$ cat config.mk
export PLATFORM = sky130hd
export DESIGN_NAME = register_file_32x32_sync_flat
export DESIGN_NICKNAME = d
export VERILOG_FILES = /design/src/rtl/register_file_32x32_sync_if.sv /design/src/rtl/register_file_32x32_sync.sv /design/src/flat_wrapper.sv
export SDC_FILE = /design/constraint.sdc
export NUM_CORES = 2
export LEC_CHECK = 0
export BUFFER_PORTS_ARGS = -buffer_cell sky130_fd_sc_hd__buf_2
export CORE_ASPECT_RATIO = 1.1
export CORE_UTILIZATION = 40
export DETAILED_ROUTE_END_ITERATION = 12
export SLEW_MARGIN = 20
export SYNTH_ARGS = -nofsm -noshare
export SYNTH_HDL_FRONTEND = slang
export SYNTH_SLANG_ARGS = --single-unit
$ cat constraint.sdc
create_clock -name clk -period 3.7 [get_ports clk]
set_input_delay 0.37 -clock clk [delete_from_list [all_inputs] [get_ports clk]]
set_output_delay 0.37 -clock clk [all_outputs]
set_load 0.02 [all_outputs]
$ cat src/rtl/register_file_32x32_sync_if.sv
// register_file_32x32_sync_if
//   Bus between a datapath controller and the register file.
//   master: drives read, write, addr_r1, addr_r2, addr_w and data_w.
//           Receives data_r1, data_r2 and r_valid.
//   slave : the register file, with the directions reversed.
//
// Handshake: there is no backpressure.
//   - The master raises read for one clock edge to capture both read ports.
//   - r_valid is high for exactly the following cycle.
//   - data_r1/data_r2 are meaningful while r_valid is high, and hold their
//     value otherwise.
//   - write commits data_w to addr_w on the edge at which it is sampled.
interface register_file_32x32_sync_if #(
  parameter int DATA_WIDTH = 32,
  parameter int ADDR_WIDTH = 5
);
  logic                  read;
  logic                  write;
  logic [ADDR_WIDTH-1:0] addr_r1;
  logic [ADDR_WIDTH-1:0] addr_r2;
  logic [ADDR_WIDTH-1:0] addr_w;
  logic [DATA_WIDTH-1:0] data_w;
  logic [DATA_WIDTH-1:0] data_r1;
  logic [DATA_WIDTH-1:0] data_r2;
  logic                  r_valid;

  modport master (
    output read, write, addr_r1, addr_r2, addr_w, data_w,
    input  data_r1, data_r2, r_valid
  );

  modport slave (
    input  read, write, addr_r1, addr_r2, addr_w, data_w,
    output data_r1, data_r2, r_valid
  );
endinterface

$ cat src/rtl/register_file_32x32_sync.sv
// register_file_32x32_sync
//   A 32 x 32-bit register file with one write port and two registered
//   read ports. It supplies operands A and B to the ALU.
//
// Ports
//   clk : rising-edge clock.
//   rst : synchronous, active-high reset. It clears the array, both read
//         outputs and r_valid, and overrides read and write in that cycle.
//   bus : register_file_32x32_sync_if.slave. It carries the read/write
//         strobes, the three addresses, write data, both read data outputs
//         and r_valid.
//
// Parameters
//   DATA_WIDTH : register width.
//   ADDR_WIDTH : address width; the file holds 2**ADDR_WIDTH registers.
//   ZERO_REG   : when nonzero, register 0 reads as 0 and ignores writes.
module register_file_32x32_sync #(
  parameter int DATA_WIDTH = 32,
  parameter int ADDR_WIDTH = 5,
  parameter int ZERO_REG   = 1
) (
  input logic                      clk,
  input logic                      rst,
  register_file_32x32_sync_if.slave bus
);

  localparam int NREGS = 1 << ADDR_WIDTH;

  logic [DATA_WIDTH-1:0] regs [NREGS];
  logic [NREGS-1:0]      wr_en;
  logic [DATA_WIDTH-1:0] rd1_mux;
  logic [DATA_WIDTH-1:0] rd2_mux;

  // One-hot write decoder gated by the write strobe.
  // With ZERO_REG set, row 0 never gets a load enable.
  always_comb begin
    wr_en = '0;
    if (bus.write) begin
      wr_en[bus.addr_w] = 1'b1;
    end
    if (ZERO_REG != 0) begin
      wr_en[0] = 1'b0;
    end
  end

  // Storage: one row of flops per register, each with its own load enable.
  always_ff @(posedge clk) begin
    if (rst) begin
      for (int i = 0; i < NREGS; i++) begin
        regs[i] <= '0;
      end
    end else begin
      for (int i = 0; i < NREGS; i++) begin
        if (wr_en[i]) begin
          regs[i] <= bus.data_w;
        end
      end
    end
  end

  // Read-select muxes, one per port.
  // They read the array contents from before the current edge, so a read
  // that coincides with a write to the same address returns the old value.
  // Address 0 is forced to zero explicitly as well. This covers the case
  // where register 0 was never reset after power-up.
  always_comb begin
    rd1_mux = regs[bus.addr_r1];
    rd2_mux = regs[bus.addr_r2];
    if (ZERO_REG != 0) begin
      if (bus.addr_r1 == '0) rd1_mux = '0;
      if (bus.addr_r2 == '0) rd2_mux = '0;
    end
  end

  // Output registers. They capture on read and hold otherwise.
  // r_valid marks the cycle after each capture.
  always_ff @(posedge clk) begin
    if (rst) begin
      bus.data_r1 <= '0;
      bus.data_r2 <= '0;
      bus.r_valid <= 1'b0;
    end else begin
      bus.r_valid <= bus.read;
      if (bus.read) begin
        bus.data_r1 <= rd1_mux;
        bus.data_r2 <= rd2_mux;
      end
    end
  end

endmodule

$ cat src/flat_wrapper.sv
// flat-port wrapper written by rule: the top's interface ports become plain ports
module register_file_32x32_sync_flat 
#(
  parameter int DATA_WIDTH = 32,
  parameter int ADDR_WIDTH = 5,
  parameter int ZERO_REG   = 1
)
  (clk, rst, bus_read, bus_write, bus_addr_r1, bus_addr_r2, bus_addr_w, bus_data_w, bus_data_r1, bus_data_r2, bus_r_valid);
  register_file_32x32_sync_if #(.DATA_WIDTH(DATA_WIDTH), .ADDR_WIDTH(ADDR_WIDTH)) bus_i ();
  input logic clk;
  input logic rst;
  input wire logic [$bits(bus_i.read)-1:0] bus_read;
  input wire logic [$bits(bus_i.write)-1:0] bus_write;
  input wire logic [$bits(bus_i.addr_r1)-1:0] bus_addr_r1;
  input wire logic [$bits(bus_i.addr_r2)-1:0] bus_addr_r2;
  input wire logic [$bits(bus_i.addr_w)-1:0] bus_addr_w;
  input wire logic [$bits(bus_i.data_w)-1:0] bus_data_w;
  output wire logic [$bits(bus_i.data_r1)-1:0] bus_data_r1;
  output wire logic [$bits(bus_i.data_r2)-1:0] bus_data_r2;
  output wire logic [$bits(bus_i.r_valid)-1:0] bus_r_valid;
  assign bus_i.read = bus_read;
  assign bus_i.write = bus_write;
  assign bus_i.addr_r1 = bus_addr_r1;
  assign bus_i.addr_r2 = bus_addr_r2;
  assign bus_i.addr_w = bus_addr_w;
  assign bus_i.data_w = bus_data_w;
  assign bus_data_r1 = bus_i.data_r1;
  assign bus_data_r2 = bus_i.data_r2;
  assign bus_r_valid = bus_i.r_valid;
  register_file_32x32_sync #(.DATA_WIDTH(DATA_WIDTH), .ADDR_WIDTH(ADDR_WIDTH), .ZERO_REG(ZERO_REG)) u_core (.clk(clk), .rst(rst), .bus(bus_i));
endmodule
* Word-level counts from Yosys, hierarchy flattened
Memory sizes are Yosys's and may differ from the RTL's.
Cells that the tools add are included.
** Cells by class
- $lt $le $gt $ge :: 2
- Mux-type cells :: 131
- Bitwise operators :: 31
- Reductions and logical operators :: 3
** Operators by type and width (number)
- $mux W32 :: 34
- $mux W1 :: 96
- $or A1 B1 Y1 :: 31
- $logic_not A5 Y1 :: 2
- $lt A5 B6 Y1 const B :: 1
- $demux W1 S5 :: 1
- $ge A5 B1 Y1 const B :: 1
- $logic_and A1 B1 Y1 :: 1
** Word-level totals
- Bits in registers :: 65
- Memory bits (writable) :: 1024
- Input port bits :: 51
- Output and inout port bits :: 65
- Word-level logic and storage cells :: 171
- Memories kept :: 1
** Memory list
- u_core.regs :: words 32, bits a word 32, rd ports 2, clocked after Yosys merged registers in 0, wr ports 32, line register_file_32x32_sync.sv:29 : logic [DATA_WIDTH-1:0] regs [NREGS];

* Longest topological paths before layout
- Depth in word-level cells :: 9
- Depth in mapped cells :: 9
- Depth with buffers taken out :: 5

* Worst setup path after synthesis
OpenSTA, ideal clock, no wires.
- Kind :: in2reg
- From :: input bus_addr_w[1]
- To :: memory u_core.regs[20][0], enable pin
- Setup time :: 0.428 ns
- Data arrival time :: 2.410 ns
- Data required time :: 3.272 ns
- Path slack :: 0.862 ns
- Stages on the path :: 2
- Buffers on the path :: 0
- Cells stage by stage :: or3b_2 -> o21bai_1
** RTL lines
- start: declaration :: line flat_wrapper.sv:16 : input wire logic [$bits(bus_i.addr_w)-1:0] bus_addr_w;
- end: declaration :: line register_file_32x32_sync.sv:29

* Worst setup path after layout
- From :: input bus_addr_r2[2]
- To :: register u_core.bus.data_r2[25]
** Between the ends
- Word-level cells in the longest chain between the ends :: 2
- Elaborated cells between the ends (all ways) :: 3
- Those cells by class :: mux (1); reduce/logical (1); memory (1)
** RTL lines
- start: declaration :: line flat_wrapper.sv:15 : input wire logic [$bits(bus_i.addr_r2)-1:0] bus_addr_r2;
- $mem_v2 Z32 W32 / $logic_not A5 Y1 (equally long branches)
- $mux W32 (*) :: line register_file_32x32_sync.sv:71 : if (bus.addr_r2 == '0) rd2_mux = '0;
- end signal: assignment :: line register_file_32x32_sync.sv:86 : bus.data_r2 <= rd2_mux;
- end: declaration :: line register_file_32x32_sync_if.sv:34 : output data_r1, data_r2, r_valid
Every way passes the cells marked *; elsewhere a longest branch is shown, timed or not.
A chain may end at the register's enable or synchronous reset.

==> qor.yml <==
endpoint_kind: "register"
grt_usage_pct: 26.9
synth_edf_count: 992
nNetsFinal: 3509
core_area_sq_um: 127000
synth_top_family_by_area: "multiplexers"
die_y_um: 378
skew_ns: 0.0296
synth_xor_area_share_pct: 0
vias_per_cell: 6.57
rsz0062_at_grt: "no"
setup_viol_count_final: 0
finalMaxSlewViolations: 0
min_period_over_period_pct: 74.8
grt_pass1_wl_um: 247000
crit_start: "bus_addr_r2[2]"
grt_start_max_net_pins: 61
routed_wl_um: 177000
peakVddDrop_v: 0.000383
rr_startpoint: "u_core.regs[1][29]"
wl_per_cell_um: 33.9
cts_resized: 0
wl_met2_um: 79800
die_x_um: 344
holdBufCountCts: 0
synthMuxAreaShare_pct: 21.7
layout_common_cells: "edfxtp_1 (992), nor2_1 (562), mux4_2 (337)"
relSlewSlack_pct: 18.8
hold_viol: 0
cts_tree: "done"
htreeDepth: 3
async_flop_share_pct: 0
layout.cells.non_filler: 5223
grt_pass1_vias: 33300
critPathLaunchType: "input port"
place_area_sq_um: 54100
dr_wl_met3_um: 18300
postCtsSetupBuffers: 0
drt_iter0_drc: 5086
clk_latency_ns: 0.71
period_needed_ns: 2.77
r2r_slack_ns: 1.59
rows: 137
areaGrowthSynthToFinish_pct: 12.6
initial_core_util_pct: 40.4
netlist_area_sq_um: 51400
ys_seq_area_share_pct: 60.5
maxCapViolations: 0
ys_seq_elements: 1057
ys.flop_type: "edfxtp_1"
hp-start: "bus_read"
final_common_cell: "edfxtp_1"
die_area_sq_um: 130000
synth_compound_gate_area_share_pct: 6.46
required_ns: 4.33
cts_buffer_depth: 3
cts.sinks: 1057
critPathKind: "input port to register"
syn_area_per_cell_sq_um: 15.1
synthAdderAreaFrac_pct: 0
syn_inst: 3401
cts_buffers: 111
worstPathMaxFanout: 52
critPathArrivalTime_ns: 3.40
path_clk_slew_ns: 0.06
met1Wirelength_um: 68100
fmax_mhz: 361
hp-class: "input port to register"
synth_cell_types: 59
cts-root-buf: "clkbuf_16"
io_pins: 116
dr_total_vias: 34300
routabilityCongestion: 0.853
worst_slew_pin_slew_ns: 1.21
routed.top_layer: "met4"
antenna_found_initial: 7
grt.overflow.total: 0
dpl.hpwl_um: 110000
power_density_nw_per_um2: 509
worstReg2RegEnd: "u_core.bus.data_r1[29]"
yosys.area_share.simple_pct: 7.48
antenna_left: 0
yosys_warnings: 0
r2r_cells: 5
postLayoutCellArea_sq_um: 57900
crit_path_end: "u_core.bus.data_r2[25]"
layout-drive-gt1-share_pct: 27.9
port_buffers: 115
cellLeakagePower_nw: 19.7
drc_errors: 0
synth_fp_nets: 3452
dr.pass1.iters: 7
final.setup.tns_ns: 0
status: "completed"
fin_util_pct: 45.5
placedCellCount: 5012
power breakdown:
group / total (mW) / switching, mW / internal, mW / leakage [nW]
Combinational: 3.54 / 2.12 / 1.43 / 7.80
Clock: 11.4 / 4.79 / 6.63 / 1.85
Sequential: 14.5 / 0.518 / 14.0 / 10.1
Total: 29.5 / 7.43 / 22.0 / 19.7
cells in the mapped netlist (32+ instances only):
cell | count | area share [%]
buf_6 | 43 | 0.94
mux2i_1 | 203 | 4.0
edfxtp_1 | 992 | 58
a22oi_1 | 32 | 0.47
nand3_1 | 33 | 0.32
inv_1 | 33 | 0.24
clkbuf_1 | 170 | 1.2
a221oi_1 | 62 | 1.1
o22ai_1 | 64 | 0.78
a22o_1 | 32 | 0.55
nor2_1 | 563 | 4.1
buf_2 | 67 | 0.65
mux2_2 | 119 | 2.6
nor3_1 | 66 | 0.64
nand2_1 | 84 | 0.61
mux4_2 | 337 | 15
nand2b_1 | 53 | 0.64
o221ai_1 | 66 | 1.1
dfxtp_1 | 65 | 2.5
how the worst min path moves through the flow:
stage               cells past startpoint                      to  slack [ns]
detailed placement                      2  u_core.bus.data_r1[27]        0.43
finish                                  4  u_core.bus.data_r1[29]        0.08
floorplan                               2  u_core.bus.data_r1[24]        0.52
global placement                        2  u_core.bus.data_r1[27]        0.43
global route                            4  u_core.bus.data_r1[29]        0.07
CTS                                     3      u_core.bus.r_valid        0.17
routing by layer:
metal / vias to the layer above / track usage [%]
li1: 13600 / -
met1: 17900 / 36.9
met2: 2333 / 41.1
met3: 419 / 4.44
met4: 0 / 14.2
met5: - / 0
flip-flops by register name (all words and copies together), names as in the netlist:
name and flops:
u_core.regs 992, u_core.bus.data_r1 32, u_core.bus.data_r2 32, u_core.bus.r_valid 1
stage by stage:
step,hold slack [ns],setup WS (ns),power [mW]
CTS,0.166,1.03,29.5
global placement,0.433,0.305,18.2
floorplan,0.523,0.862,16.8
global route,0.0704,0.973,30.2
finish,0.0750,0.932,29.5
detailed placement,0.430,0.293,18.2
critical path: stages:
cell and delay (ns):
buf_4 0.54, nand2_4 0.74, o221ai_1 0.52, o22ai_1 0.27, nor4_1 0.63, a32o_1 0.26
cell type report:
class,count,area (sq um)
Fill cell,11100,69300
Clock inverter,53,514
Clock buffer,156,3190
Sequential cell,1057,31100
Timing Repair Buffer,285,2250
Antenna cell,1,2.50
Tap cell,1668,2090
Inverter,33,124
Multi-Input combinational cell,1970,18600
cell families after synthesis:
| kind of cell | Yosys count |
|---|---|
| DFF | 1057 |
| buffers and inverters | 374 |
| and+or+nand+nor | 886 |
| AOI/OAI and AO/OA | 417 |
| muxes | 667 |
Power figures use the tool's default switching activity.
